<file path="config.mk">
export PLATFORM = sky130hd
export DESIGN_NAME = nibble_assembler
export DESIGN_NICKNAME = d
export VERILOG_FILES = /design/src/rtl/nibble_assembler.sv
export SDC_FILE = /design/constraint.sdc
export NUM_CORES = 1
export LEC_CHECK = 0
export BUFFER_PORTS_ARGS = -buffer_cell sky130_fd_sc_hd__buf_2
export CAP_MARGIN = 30
export CORE_UTILIZATION = 34
export DETAILED_ROUTE_END_ITERATION = 10
export PLACE_DENSITY_LB_ADDON = 0.2
export SETUP_SLACK_MARGIN = 0.2
export SLEW_MARGIN = 5
export SYNTH_ARGS = -nofsm -noshare
export SYNTH_HDL_FRONTEND = slang
export SYNTH_SLANG_ARGS = --single-unit
export TNS_END_PERCENT = 30
</file>
<file path="constraint.sdc">
create_clock -name clk -period 2.55 [get_ports clk]
set_clock_uncertainty 0.1 [all_clocks]
set_input_delay 0.1275 -clock clk [delete_from_list [all_inputs] [get_ports clk]]
set_output_delay 0.1275 -clock clk [all_outputs]
set_load 0.03 [all_outputs]
</file>
<file path="src/rtl/nibble_assembler.sv">
// nibble_assembler: packs a stream of 4-bit nibbles into a word under a rotating one-hot slot pointer
// Ports: clk, rst_n (sync, active low); in_nib/in_valid/in_ready nibble input;
// flush emits the partial word; wr_sel is the one-hot slot for the next nibble;
// out_word/out_valid/out_ready is the one-word output buffer.
// Optional macro NIBASM_LEN_EN adds out_len, the nibble count of out_word.
module nibble_assembler #(
  parameter int NIBBLES = 4,
  parameter bit MSB_FIRST = 1
) (
  input  logic                   clk,
  input  logic                   rst_n,
  input  logic [3:0]             in_nib,
  input  logic                   in_valid,
  output logic                   in_ready,
  input  logic                   flush,
  output logic [NIBBLES-1:0]     wr_sel,
  output logic [4*NIBBLES-1:0]   out_word,
  output logic                   out_valid,
  input  logic                   out_ready
`ifdef NIBASM_LEN_EN
  , output logic [$clog2(NIBBLES+1)-1:0] out_len
`endif
);
  localparam int W = 4*NIBBLES;
  localparam int CW = $clog2(NIBBLES+1);
  localparam logic [NIBBLES-1:0] SLOT0 = MSB_FIRST ? {1'b1, {(NIBBLES-1){1'b0}}} : {{(NIBBLES-1){1'b0}}, 1'b1};
  logic [W-1:0] acc, merged;
  logic [CW-1:0] count;
  logic [NIBBLES-1:0] next_sel;
  logic pend, last, free, take, fl, emit;
  always_comb begin
    merged = acc;
    for (int i = 0; i < NIBBLES; i++) if (wr_sel[i]) merged[4*i +: 4] = in_nib;
  end
  assign last = count == CW'(NIBBLES-1);
  assign free = !out_valid || out_ready;
  assign in_ready = !last || free;
  assign take = in_valid && in_ready;
  assign fl = flush || pend;
  // a flush only emits when something is in the word (held or arriving now)
  assign emit = free && ((take && last) || (fl && (count != '0 || take)));
  assign next_sel = MSB_FIRST ? {wr_sel[0], wr_sel[NIBBLES-1:1]} : {wr_sel[NIBBLES-2:0], wr_sel[NIBBLES-1]};
  always_ff @(posedge clk) begin
    if (!rst_n) begin
      acc <= '0;
      count <= '0;
      wr_sel <= SLOT0;
      out_word <= '0;
      out_valid <= 1'b0;
      pend <= 1'b0;
`ifdef NIBASM_LEN_EN
      out_len <= '0;
`endif
    end else if (emit) begin
      out_word <= take ? merged : acc;
      out_valid <= 1'b1;
      acc <= '0;
      count <= '0;
      wr_sel <= SLOT0;
      pend <= 1'b0;
`ifdef NIBASM_LEN_EN
      out_len <= count + CW'(take);
`endif
    end else begin
      if (take) begin
        acc <= merged;
        count <= count + CW'(1);
        wr_sel <= next_sel;
      end
      out_valid <= out_valid && !out_ready;
      // a flush that cannot emit yet waits for the buffer to free
      pend <= fl && (count != '0 || take);
    end
  end
endmodule

</file>
==> impl_metrics.yaml <==
route:
  ant_nets: 0
  first_pass_iters: 4
  drt_iter0_drc: 55
  routed-wl-met2_mm: 1.58
  m1WireLength_mm: 1.56
  wl_mm: 3.34
  routed.top_layer: "met4"
  route.met3.wl_microns: 128
  via_per_inst: 5.10
  vias: 1193
  wl_per_cell_microns: 14.3
  drc: 0
sta:
  slew_viol_final: 0
  rsz0062_at_grt: "no"
  tightest_slew_ps: 600
  post-route-min-period_ps: 2270
  max_freq_ghz: 0.441
  relSlewSlack: 0.598
  hold_viol_final: 0
  fin_tns_setup_ps: 0
  finalCritPeriodShare: 0.890
  finalSetupViolCount: 0
final_layout:
  regArea_sq_um: 821
  fill_cells: 445
  area_growth_pct: 15.6
  final_cells: 234
  nNetsFinal: 194
  drive_gt1_frac: 0.258
  insertedDiodeCount: 0
  multi_input_area_sq_um: 672
logic_synthesis:
  syn-instance-count: 157
  synth_most_common_cell: "dfxtp_1"
  yosysTopAreaCell: "dfxtp_1"
  yosysTopAreaCellShare: 0.518
  netlist_area_sq_um: 1580
  syn-num-nets: 169
  syn_area_per_cell_sq_um: 10.1
  async_reset_ff_frac: 0
  yosys_warnings: 0
  ys_seq_elements: 41
  yosys-top-cells-area: "dfxtp_1 (52%), mux2i_1 (10%), o31ai_1 (7.6%), a21oi_1 (6.6%), nor2_1 (5.0%)"
  synth_edf_count: 0
  ys_seq_area_frac: 0.518
  synth_ff_type: "dfxtp_1"
  yosysUniqueCellTypes: 28
  synthTopCellsByCount: "dfxtp_1 (41), a21oi_1 (21), nor2_1 (21), mux2i_1 (16), o31ai_1 (16)"
floorplanning:
  core_sq_um: 4410
  io_pins: 31
  die_w_microns: 70.3
  dieArea_sq_um: 4940
  die_h_microns: 70.3
  rows: 24
  initial_core_util: 0.359
placement:
  dp_hpwl_mm: 2.39
  dp_cells: 227
  gp_congestion: 0.700
  io_buffers: 30
critical_path:
  crit_end: "wr_sel[3]$_SDFFE_PP1N_"
  startpoint: "count[0]$_SDFFE_PP0N_"
  critPathMaxFanout: 18
  endpoint_kind: "register"
  r2r_end: "wr_sel[3]$_SDFFE_PP1N_"
  cp-start-kind: "register"
  r2r-start: "count[0]$_SDFFE_PP0N_"
  crit_required_ps: 2630
  regToRegSetupSlack_ps: 280
  reg2reg_depth: 7
  crit_type: "reg2reg"
  critPathArrivalTime_ps: 2350
global_routing:
  grt_first_pass_wirelength_mm: 5.71
  grt_start_max_net_pins: 19
  grt-ovfl-total: 0
  grt_pass1_vias: 1225
  grt_usage: 0.148
  antenna_found_initial: 0
clock_network:
  clkSlewWorstSetupHoldPaths_ps: 70
  clock_sinks: 41
  root_buffer: "clkbuf_8"
  insertion_delay_ps: 290
  tritoncts: "yes"
  htreeDepth: 2
  post_cts_buffers: 0
  holdBufCountCts: 0
  clockBufferDepth: 2
  cts_buffers: 5
flow_run:
  cap_violations: 0
pwr:
  p_leak_nw: 0.777
  worst_ir_drop_vdd_uv: 360
  pwr_density_cell_nw_per_um2: 775
worst_hold_path:
  hold_path_class: "in2reg"
  min_from: "in_valid"
run_status:
  status: "completed"
==> final cells by class <==
class | instances | share of cell area
Sequential cell | 41 | 0.448
Multi-Input combinational cell | 98 | 0.367
Timing Repair Buffer | 33 | 0.0963
Clock buffer | 7 | 0.0471
Tap cell | 52 | 0.0355
Inverter | 3 | 0.00615
==> report_power, final <==
group	internal [mW]	switching [mW]	total [mW]	leakage (nW)
Sequential	0.690	0.0239	0.714	0.335
Clock	0.215	0.204	0.418	0.0443
Combinational	0.0929	0.195	0.288	0.398
==> metal layers <==
metal / vias up / track usage
met5: - / 0
met4: 0 / 0.0733
met3: 8 / 0.0317
met2: 26 / 0.240
met1: 565 / 0.184
li1: 594 / -
==> registers in the layout, summed over array words and instances (netlist names) <==
signal     count
acc           16
out_word      16
out_valid      1
pend           1
wr_sel         4
count          3
==> how the worst min path moves through the flow <==
stage	to	slack, ps	cells past startpoint
finish	count[2]$_SDFFE_PP0N_	70	2
floorplan	acc[10]$_SDFF_PP0_	190	2
global route	count[2]$_SDFFE_PP0N_	90	2
detailed placement	count[2]$_SDFFE_PP0N_	360	2
CTS	count[2]$_SDFFE_PP0N_	60	2
global placement	count[2]$_SDFFE_PP0N_	350	2
==> what timing repair did <==
item,4_1_cts,5_1_grt
endpoints found under the hold margin,0,0
gates resized for setup,0,2
endpoints found under the setup margin,0,1
==> cells in the final DEF, fill, tap and decap left out, types with 2 or more instances in the layout <==
cell / n
nand2_1: 2
o31ai_1: 16
a21oi_1: 21
clkbuf_8: 6
mux2i_1: 16
o31a_1: 2
nor2_1: 21
and3_1: 4
buf_4: 2
inv_1: 3
ha_1: 3
buf_2: 30
dfxtp_1: 41
==> worst max-delay path, cell delays in order (launching register included) <==
cell and delay, ps:
dfxtp_1 320, ha_1 200, ha_1 190, o31a_1 310, nor2b_4 200, or3b_4 420
buf_4 190, a211o_1 230
==> per-stage QoR <==
stage	setup slack, ps	total power, mW	hold slack (ps)	utilization	instance area [sq um]
after floorplan	405	0.943	194	-	1580
after global placement	350	1.01	354	0.394	1740
after detailed placement	305	1.01	364	0.394	1740
after CTS	277	1.43	56.1	0.414	1830
after global routing	202	1.49	86.8	0.415	1830
final	281	1.42	67.3	0.415	1830
==> cells by family after synthesis <==
family	count (synthesis)	share of synthesized area
and+or+nand+nor	36	0.116
adders and majority gates	3	0.0237
DFF	41	0.518
muxes	16	0.101
AOI/OAI and AO/OA	42	0.176
xor gates and xnor gates	1	0.00553
buffers and inverters	18	0.0592
(Power assumes the default switching activity.)
